File: src/rtl/shift_exec_pkg.sv
// Shared constants for the shift execute controller: opcodes, FSM encoding
// and instruction field positions (op | rd | rs | imm, MSB to LSB).
package shift_exec_pkg;

    localparam logic [1:0] OP_NOP = 2'b00;
    localparam logic [1:0] OP_LI  = 2'b01;
    localparam logic [1:0] OP_SLL = 2'b10;
    localparam logic [1:0] OP_MOV = 2'b11;

    typedef enum logic [1:0] {
        ST_IDLE   = 2'd0,
        ST_DECODE = 2'd1,
        ST_EXEC   = 2'd2,
        ST_WB     = 2'd3
    } state_e;

    localparam int IMM_LSB = 0;

    function automatic int rs_lsb(input int data_w);
        return data_w;
    endfunction

    function automatic int rd_lsb(input int data_w, input int addr_w);
        return data_w + addr_w;
    endfunction

    function automatic int op_lsb(input int data_w, input int addr_w);
        return data_w + 2 * addr_w;
    endfunction

endpackage

File: src/rtl/shift_exec_regfile.sv
// 2**ADDR_W x DATA_W register file: async reset, one synchronous write port,
// combinational operand and debug read ports.
module shift_exec_regfile #(
    parameter int DATA_W = 8,
    parameter int ADDR_W = 3
) (
    input  logic              clk,
    input  logic              rst,
    input  logic              we_i,
    input  logic [ADDR_W-1:0] waddr_i,
    input  logic [DATA_W-1:0] wdata_i,
    input  logic [ADDR_W-1:0] raddr_i,
    output logic [DATA_W-1:0] rdata_o,
    input  logic [ADDR_W-1:0] dbg_addr_i,
    output logic [DATA_W-1:0] dbg_data_o
);

    localparam int NREG = 2 ** ADDR_W;

    logic [NREG-1:0][DATA_W-1:0] regs_q;

    always_ff @(posedge clk or posedge rst) begin
        if (rst) begin
            regs_q <= '0;
        end else if (we_i) begin
            regs_q[waddr_i] <= wdata_i;
        end
    end

    assign rdata_o    = regs_q[raddr_i];
    assign dbg_data_o = regs_q[dbg_addr_i];

endmodule

File: src/rtl/shift_exec_ctrl.sv
// Fetch/decode/execute/writeback controller feeding an external shift ALU.
// Define SHIFT_EXEC_FLAGS_EN to add the flag_z / flag_c status outputs.
module shift_exec_ctrl
    import shift_exec_pkg::*;
#(
    parameter int DATA_W  = 8,
    parameter int ADDR_W  = 3,
    parameter int SHAMT_W = 3
) (
    input  logic                         clk,
    input  logic                         rst,
    input  logic                         instr_valid,
    output logic                         instr_ready,
    input  logic [2+2*ADDR_W+DATA_W-1:0] instr,
    output logic [DATA_W-1:0]            alu_data_1,
    output logic [SHAMT_W-1:0]           alu_data_2,
    input  logic [DATA_W-1:0]            alu_out,
    output logic                         wb_done,
`ifdef SHIFT_EXEC_FLAGS_EN
    output logic                         flag_z,
    output logic                         flag_c,
`endif
    input  logic [ADDR_W-1:0]            dbg_addr,
    output logic [DATA_W-1:0]            dbg_data
);

    localparam int INSTR_W = 2 + 2 * ADDR_W + DATA_W;
    localparam int RS_LSB  = rs_lsb(DATA_W);
    localparam int RD_LSB  = rd_lsb(DATA_W, ADDR_W);
    localparam int OP_LSB  = op_lsb(DATA_W, ADDR_W);

    state_e               state_q, state_d;
    logic [INSTR_W-1:0]   ir_q, ir_d;
    logic [DATA_W-1:0]    op_a_q, op_a_d;
    logic [SHAMT_W-1:0]   shamt_q, shamt_d;
    logic [DATA_W-1:0]    result_q, result_d;

    logic [1:0]           ir_op;
    logic [ADDR_W-1:0]    ir_rd, ir_rs;
    logic [DATA_W-1:0]    ir_imm;
    logic [DATA_W-1:0]    rf_rdata;
    logic                 rf_we;

    assign ir_op  = ir_q[OP_LSB +: 2];
    assign ir_rd  = ir_q[RD_LSB +: ADDR_W];
    assign ir_rs  = ir_q[RS_LSB +: ADDR_W];
    assign ir_imm = ir_q[IMM_LSB +: DATA_W];

    shift_exec_regfile #(
        .DATA_W (DATA_W),
        .ADDR_W (ADDR_W)
    ) u_rf (
        .clk        (clk),
        .rst        (rst),
        .we_i       (rf_we),
        .waddr_i    (ir_rd),
        .wdata_i    (result_q),
        .raddr_i    (ir_rs),
        .rdata_o    (rf_rdata),
        .dbg_addr_i (dbg_addr),
        .dbg_data_o (dbg_data)
    );

    always_ff @(posedge clk or posedge rst) begin
        if (rst) begin
            state_q <= ST_IDLE;
        end else begin
            state_q <= state_d;
        end
    end

    always_comb begin
        state_d = state_q;
        case (state_q)
            ST_IDLE:   if (instr_valid) state_d = ST_DECODE;
            ST_DECODE: state_d = (ir_op == OP_SLL) ? ST_EXEC : ST_WB;
            ST_EXEC:   state_d = ST_WB;
            ST_WB:     state_d = ST_IDLE;
            default:   state_d = ST_IDLE;
        endcase
    end

    always_comb begin
        instr_ready = (state_q == ST_IDLE);
        wb_done     = (state_q == ST_WB);
        rf_we       = (state_q == ST_WB) && (ir_op != OP_NOP);
    end

    // Operand registers double as the ALU inputs and hold outside DECODE.
    always_comb begin
        ir_d     = ir_q;
        op_a_d   = op_a_q;
        shamt_d  = shamt_q;
        result_d = result_q;
        case (state_q)
            ST_IDLE: if (instr_valid) ir_d = instr;
            ST_DECODE: begin
                op_a_d  = rf_rdata;
                shamt_d = ir_imm[SHAMT_W-1:0];
                if (ir_op == OP_LI)  result_d = ir_imm;
                if (ir_op == OP_MOV) result_d = rf_rdata;
            end
            ST_EXEC: result_d = alu_out;
            default: ;
        endcase
    end

    always_ff @(posedge clk or posedge rst) begin
        if (rst) begin
            ir_q     <= '0;
            op_a_q   <= '0;
            shamt_q  <= '0;
            result_q <= '0;
        end else begin
            ir_q     <= ir_d;
            op_a_q   <= op_a_d;
            shamt_q  <= shamt_d;
            result_q <= result_d;
        end
    end

    assign alu_data_1 = op_a_q;
    assign alu_data_2 = shamt_q;

`ifdef SHIFT_EXEC_FLAGS_EN
    logic                  flag_z_q, flag_z_d;
    logic                  flag_c_q, flag_c_d;
    logic [2*DATA_W-1:0]   shl_wide;

    // Carry = any set bit pushed above DATA_W by the shift.
    assign shl_wide = {{DATA_W{1'b0}}, op_a_q} << shamt_q;

    always_comb begin
        flag_z_d = flag_z_q;
        flag_c_d = flag_c_q;
        if (state_q == ST_WB && ir_op != OP_NOP) begin
            flag_z_d = (result_q == '0);
            flag_c_d = (ir_op == OP_SLL) && (|shl_wide[2*DATA_W-1:DATA_W]);
        end
    end

    always_ff @(posedge clk or posedge rst) begin
        if (rst) begin
            flag_z_q <= 1'b0;
            flag_c_q <= 1'b0;
        end else begin
            flag_z_q <= flag_z_d;
            flag_c_q <= flag_c_d;
        end
    end

    assign flag_z = flag_z_q;
    assign flag_c = flag_c_q;
`endif

endmodule

File: config.mk
export PLATFORM = sky130hd
export DESIGN_NAME = shift_exec_ctrl
export DESIGN_NICKNAME = d
export VERILOG_FILES = /design/src/rtl/shift_exec_pkg.sv /design/src/rtl/shift_exec_regfile.sv /design/src/rtl/shift_exec_ctrl.sv
export SDC_FILE = /design/constraint.sdc
export NUM_CORES = 1
export LEC_CHECK = 0
export CAP_MARGIN = 0
export CORE_MARGIN = 5
export CORE_UTILIZATION = 51
export DETAILED_ROUTE_END_ITERATION = 8
export GPL_ROUTABILITY_DRIVEN = 1
export PLACE_DENSITY = 0.76
export RECOVER_POWER = 100
export SLEW_MARGIN = 20
export SYNTH_ARGS = -nofsm -noshare
export SYNTH_HDL_FRONTEND = slang
export SYNTH_SLANG_ARGS = --single-unit
export TNS_END_PERCENT = 10
File: constraint.sdc
create_clock -name clk -period 3 [get_ports clk]
set_clock_uncertainty 0.05 [all_clocks]
set_input_delay 0.45 -clock clk [delete_from_list [all_inputs] [get_ports clk]]
set_output_delay 0.45 -clock clk [all_outputs]
set_load 0.005 [all_outputs]
==> results of run 1 <==
power by group through the flow:
stage	Sequential [mW]	Combinational, mW	Clock [mW]
2_1_floorplan	2.43	2.07	0
3_3_place_gp	2.73	2.61	0
3_5_place_dp	2.77	2.69	0
4_1_cts	2.74	2.70	0.913
5_1_grt	2.83	2.83	0.964
6_report	2.73	2.59	0.884
per-stage QoR:
step	setup WS, ns	hold slack (ns)
final	0.0956	0.466
after CTS	0.0798	0.471
after global placement	0.123	0.441
after global routing	0.00507	0.487
after detailed placement	0.111	0.447
after floorplan	0.810	0.431
per-layer routing:
| layer | vias up | track usage [%] |
|---|---|---|
| met5 | - | 0 |
| met4 | 0 | 5.23 |
| met3 | 12 | 4.24 |
| met2 | 55 | 34.7 |
| met1 | 1574 | 24.5 |
| li1 | 1338 | - |
cells by family after synthesis:
| kind of cell | share of synthesized area, % |
|---|---|
| mux | 37.1 |
| flops | 51.3 |
| simple gates | 3.51 |
| compound gates | 4.85 |
| buf+inv | 1.96 |
| fa+ha+maj | 1.27 |
layout by cell type (no fill, tap or decap), types with 2 or more instances in the layout:
| cell | count |
|---|---|
| dfrtp_1 | 101 |
| mux2_2 | 91 |
| clkdlybuf4s50_1 | 36 |
| mux4_2 | 32 |
| nor2_1 | 23 |
| dlygate4sd3_1 | 14 |
| a21oi_1 | 10 |
| clkbuf_8 | 9 |
| a221o_1 | 8 |
| mux2i_1 | 8 |
| o22a_1 | 8 |
| ha_1 | 5 |
| clkbuf_1 | 5 |
| nand2b_1 | 4 |
| o21ai_0 | 3 |
| nand2_1 | 3 |
| inv_1 | 3 |
| clkinvlp_4 | 3 |
| or2_2 | 2 |
| inv_6 | 2 |
| buf_12 | 2 |
worst max path at each step:
| stage | end | slack (ns) | from | cells past startpoint |
|---|---|---|---|---|
| 3_3_place_gp | dbg_data[6] | 0.12 | dbg_addr[0] | 5 |
| 6_report | dbg_data[5] | 0.1 | dbg_addr[0] | 5 |
| 3_5_place_dp | dbg_data[6] | 0.11 | dbg_addr[0] | 5 |
| 2_1_floorplan | dbg_data[7] | 0.81 | dbg_addr[0] | 4 |
| 5_1_grt | dbg_data[5] | 0.005 | dbg_addr[0] | 5 |
| 4_1_cts | dbg_data[5] | 0.08 | dbg_addr[0] | 5 |
sequential cells by signal (all words and copies together) (netlist names):
name	count
u_rf.regs_q	64
ir_q	16
alu_data_1	8
result_q	8
alu_data_2	3
state_q	2
worst reg2reg max path, cell delays in order (launching register included):
cell and delay, ns:
dfrtp_1 0.42, inv_1 0.14, ha_1 0.16, clkbuf_1 0.65, inv_1 0.13, o21ai_0 0.74
a221o_1 0.24, o22a_1 0.14
cell type report:
class                      instances  share of cell area, %
sequential                       101                   43.8
multi-input combinational        203                   39.6
timing repair buffer              59                   9.95
tap                              129                   2.80
clock buffer                       9                   2.15
clock inverter                     7                   1.43
inverter                           4                  0.325
==> flow_summary_export.csv, run 1 <==
group,metric,value,unit
outcome,status,"finished clean",
clocking,clock_path_buffers,2,
grt,grt_pass1_vias,3292,
critical_path,path_delay_family,"buffers and inverters",
final_layout,regArea,2530,um2
synth,synth_edf_count,0,
detailed_routing,firstDrtPassIters,4,
critical_path,cp-start-kind,"primary input",
synth,synth_nets,360,
critical_path,critPathArrivalTime,2.40,ns
synth,synthTopCellsByCount,"101 x dfrtp_1, 91 x mux2_2, 32 x mux4_2, 20 x nor2_1, 10 x a21oi_1",
synth,synthMostInstantiatedCell,"dfrtp_1",
clocking,clkSinkCount,101,
timing,relSlewSlack,10.6,%
detailed_routing,drt_first_iter_violations,132,
timing,fmax,344,MHz
final_layout,stdcell_count,512,
synth,synth-main-ff-cell,"dfrtp_1",
critical_path,crit_required,2.50,ns
synth,async_flop_share,100,%
critical_path,critical_path_class,"primary input to output port",
timing,finalSetupTns,0,ns
grt,antenna_found_initial,0,
place,port-buffer-count,50,
power_and_ir_drop,p_sw,2.14,mW
place,finalWeightedCongestion,0.827,
detailed_routing,met3_wirelength,300,um
critical_path,timing.rr.end,"result_q[5]$_DFFE_PP0P_",
final_layout,utilization,61.9,%
final_layout,fin_nets,413,
final_layout,multiInputGateArea,2290,um2
critical_path,crit_path_frequent_cell,"clkdlybuf4s50_1",
worst_hold_path,hp-class,"flip-flop to flip-flop",
final_layout,design_area,5770,um2
detailed_routing,wl_met1,4.37,mm
clocking,htreeDepth,3,
critical_path,critical_path_buf_inv_count,3,
clocking,cts_tree,"yes",
worst_hold_path,holdPathEnd,"alu_data_2[2]$_DFFE_PP0N_",
timing,hold_violations,0,
critical_path,timing.rr.start,"state_q[1]$_DFFE_PP0P_",
grt,grt_pass1_wl,17.3,mm
power_and_ir_drop,sequentialPowerShare,44.0,%
timing,tightest_slew,1.34,ns
floorplan,die_w,108,um
timing,slew_viol_final,0,
synth,yosys.area.top_type,"dfrtp_1",
floorplan,core,9330,um2
power_and_ir_drop,powerDensity,1070,nW/um2
detailed_routing,drt-vias-per-instance,5.82,
synth,avgSynthCellArea,15.1,um2
detailed_routing,top_layer_used,"met4",
power_and_ir_drop,clockPowerShare,14.3,%
final_layout,drive_above_1_share,38.6,%
detailed_routing,dr_total_vias,2979,
final_layout,area_delta_synth_final,17.3,%
place,dp.cells,496,
critical_path,critPathMaxStageDelay,0.51,ns
critical_path,critPathSlowestCell,"mux4_2",
grt,grt.overflow.total,0,
flow_run,max-cap-violations,0,
floorplan,io_pins,51,
synth,ys_ff_latch,101,
timing,finalSetupViolCount,0,
power_and_ir_drop,pwr-share-comb,41.7,%
critical_path,r2r_cells,7,
power_and_ir_drop,p_leak,2.42,nW
synth,synth_cell_type_count,26,
final_layout,antennaDiodeCount,0,
final_layout,fillers,735,
worst_hold_path,min_from,"alu_data_2[2]$_DFFE_PP0N_",
critical_path,path_cells,"clkdlybuf4s50_1 > buf_12 > mux4_2 > mux2_2 > clkdlybuf4s50_1",
detailed_routing,routed_wl,10.3,mm
detailed_routing,wl_per_cell,20.2,um
detailed_routing,drtAntennaViolNets,0,
critical_path,r2r_slack,0.28,ns
synth,ys_seq_area_share,51.3,%
power_and_ir_drop,intPower,4.06,mW
timing,rsz0062_at_grt,"false",
synth,synthCells,325,
floorplan,dieArea,11700,um2
clocking,clock_latency,0.36,ns
critical_path,cp-end-kind,"output port",
clocking,cts_buffers,9,
power_and_ir_drop,swShare,34.5,%
clocking,ctsRootBufferMaster,"clkbuf_8",
detailed_routing,route.detailed.drc,0,
timing,min_period,2.90,ns
place,place_hpwl,7.17,mm
place,dpl-instance-area,5630,um2
critical_path,cp_max_fo,16,
synth,synth_top_area_share,51.3,%
clocking,cts.clk_slew.worst_paths,0.10,ns
floorplan,start_util,52.8,%
floorplan,row_count,35,
timing,fin_crit_sh,96.8,%
synth,netlist_area,4920,um2
synth,synth_top_cells_by_area,"dfrtp_1 51%, mux2_2 21%, mux4_2 15%",
clocking,postCtsSetupBuffers,0,
power_and_ir_drop,peakVddDrop,0.581,mV
clocking,postCtsResizedCells,0,
grt,grt_max_degree,102,
power_and_ir_drop,p_total,6.20,mW
floorplan,die_y,108,um
worst_hold_path,min_path_cells,1,
synth,yosys_warnings,0,
detailed_routing,wl_met2,5.51,mm
grt,grt_usage,19.6,%
clocking,cts_hold_repair.buffers,0,
Note: power is estimated with default switching activity, not from simulation.
==> run 2: changes to the inputs <==
PLACE_DENSITY = 0.85   (was 0.76)
==> flow_summary_export.csv, run 2 (synthesis gave the netlist of run 1 again) <==
group,metric,value,unit
critical_path,r2r_slack,0.46,ns
final_layout,largest_reg_flops,64,
critical_path,cp-end-kind,"output port",
critical_path,critPathArrivalTime,2.42,ns
critical_path,timing.rr.start,"state_q[0]$_DFFE_PP0P_",
critical_path,cp_max_fo,16,
floorplan,die_y,108,um
flow_run,max-cap-violations,0,
final_layout,drive_above_1_share,38.5,%
power_and_ir_drop,powerDensity,1100,nW/um2
clocking,clkSinkCount,101,
floorplan,core,9330,um2
detailed_routing,routed_wl,10.7,mm
floorplan,row_count,35,
grt,grt_max_degree,39,
timing,fin_ws,0.0831,ns
critical_path,cp-start-kind,"primary input",
clocking,cts_hold_repair.buffers,0,
grt,grt_use_met1,25.1,%
grt,grt_use_met2,34.9,%
timing,finalSetupTns,0,ns
place,pre_cts_slack,0.0818,ns
timing,tightest_slew,1.24,ns
grt,use_met3,4.36,%
grt,grt.busiest_layer,"met2",
critical_path,timing.rr.end,"u_rf.regs_q[17]$_DFFE_PP0P_",
detailed_routing,wl_per_cell,20.8,um
floorplan,io_pins,51,
final_layout,fin_nets,414,
worst_hold_path,hp-class,"flip-flop to flip-flop",
detailed_routing,drt_first_iter_violations,208,
grt,grt.overflow.total,0,
critical_path,crit_required,2.50,ns
place,finalWeightedCongestion,0.840,
grt,antenna_found_initial,0,
power_and_ir_drop,p_leak,2.43,nW
final_layout,largest_register,"u_rf.regs_q",
detailed_routing,route.detailed.drc,0,
place,place_hpwl,7.46,mm
grt,grt_usage,19.8,%
floorplan,start_util,52.8,%
grt,grt_pass1_vias,3324,
timing,whs,0.466,ns
worst_hold_path,min_path_cells,1,
outcome,status,"finished clean",
detailed_routing,firstDrtPassIters,4,
final_layout,final_cell_mix,"101 x dfrtp_1, 91 x mux2_2, 36 x clkdlybuf4s50_1",
timing,rsz0062_at_grt,"false",
timing,hold_violations,0,
timing,fmax,343,MHz
clocking,ctsRootBufferMaster,"clkbuf_8",
place,dp.cells,497,
final_layout,design_area,5810,um2
timing,finalSetupViolCount,0,
clocking,clock_latency,0.36,ns
clocking,postCtsSetupBuffers,0,
floorplan,dieArea,11700,um2
critical_path,r2r_cells,5,
grt,grt_pass1_wl,17.6,mm
detailed_routing,drtAntennaViolNets,0,
place,port-buffer-count,50,
final_layout,final_common_cell,"dfrtp_1",
place,dpl-instance-area,5620,um2
clocking,cts_tree,"yes",
detailed_routing,dr_total_vias,3009,
timing,relSlewSlack,17.1,%
timing,min_period,2.92,ns
clocking,postCtsResizedCells,0,
worst_hold_path,holdPathEnd,"ir_q[6]$_DFFE_PP0P_",
clocking,cts.clk_slew.worst_paths,0.10,ns
final_layout,reg_top3,"u_rf.regs_q (64), ir_q (16)",
clocking,htreeDepth,3,
final_layout,stdcell_count,513,
detailed_routing,drt-vias-per-instance,5.87,
power_and_ir_drop,peakVddDrop,0.416,mV
critical_path,critical_path_class,"primary input to output port",
floorplan,die_w,108,um
timing,fin_crit_sh,97.2,%
clocking,clock_path_buffers,2,
final_layout,area_delta_synth_final,18.1,%
timing,slew_viol_final,0,
final_layout,antennaDiodeCount,0,
clocking,cts_buffers,9,
worst_hold_path,min_from,"ir_q[6]$_DFFE_PP0P_",
run 2: metrics by stage:
| stage | power (mW) | util (%) |
|---|---|---|
| after floorplan | 4.50 | - |
| after global placement | 5.30 | 60.3 |
| after detailed placement | 5.46 | 60.3 |
| after CTS | 6.50 | 62.9 |
| after global routing | 6.81 | 62.3 |
| final | 6.41 | 62.3 |
run 2: worst max path at each step:
stage,start,cells after the start,endpoint
global route,dbg_addr[1],5,dbg_data[5]
detailed placement,dbg_addr[1],5,dbg_data[5]
finish,dbg_addr[1],5,dbg_data[5]
floorplan,dbg_addr[0],4,dbg_data[7]
CTS,dbg_addr[1],5,dbg_data[5]
global placement,dbg_addr[0],5,dbg_data[5]
run 2: cell type report:
| class | instances | area (um2) |
|---|---|---|
| Inverter | 4 | 16.3 |
| Tap cell | 129 | 161 |
| Multi-Input combinational cell | 203 | 2290 |
| Timing Repair Buffer | 60 | 576 |
| Clock inverter | 7 | 123 |
| Clock buffer | 9 | 124 |
| Fill cell | 671 | 3510 |
| Sequential cell | 101 | 2530 |
run 2: worst max-delay path: stages:
cell             delay [ns]
clkdlybuf4s50_1        0.51
buf_12                 0.18
mux4_2                 0.51
mux2_2                 0.30
clkdlybuf4s50_1        0.45
run 2: layer usage:
layer	wire [um]	up-vias	part of all wire, %
li1	-	1343	-
met1	4490	1599	42
met2	5740	57	54
met3	332	10	3.1
met4	122	0	1.1
met5	0	-	0
run 2: power breakdown:
part	switching, mW	internal [mW]	leakage, nW
clock network	0.476	0.558	0.116
registers	0.689	2.04	1.25
logic	1.01	1.63	1.07
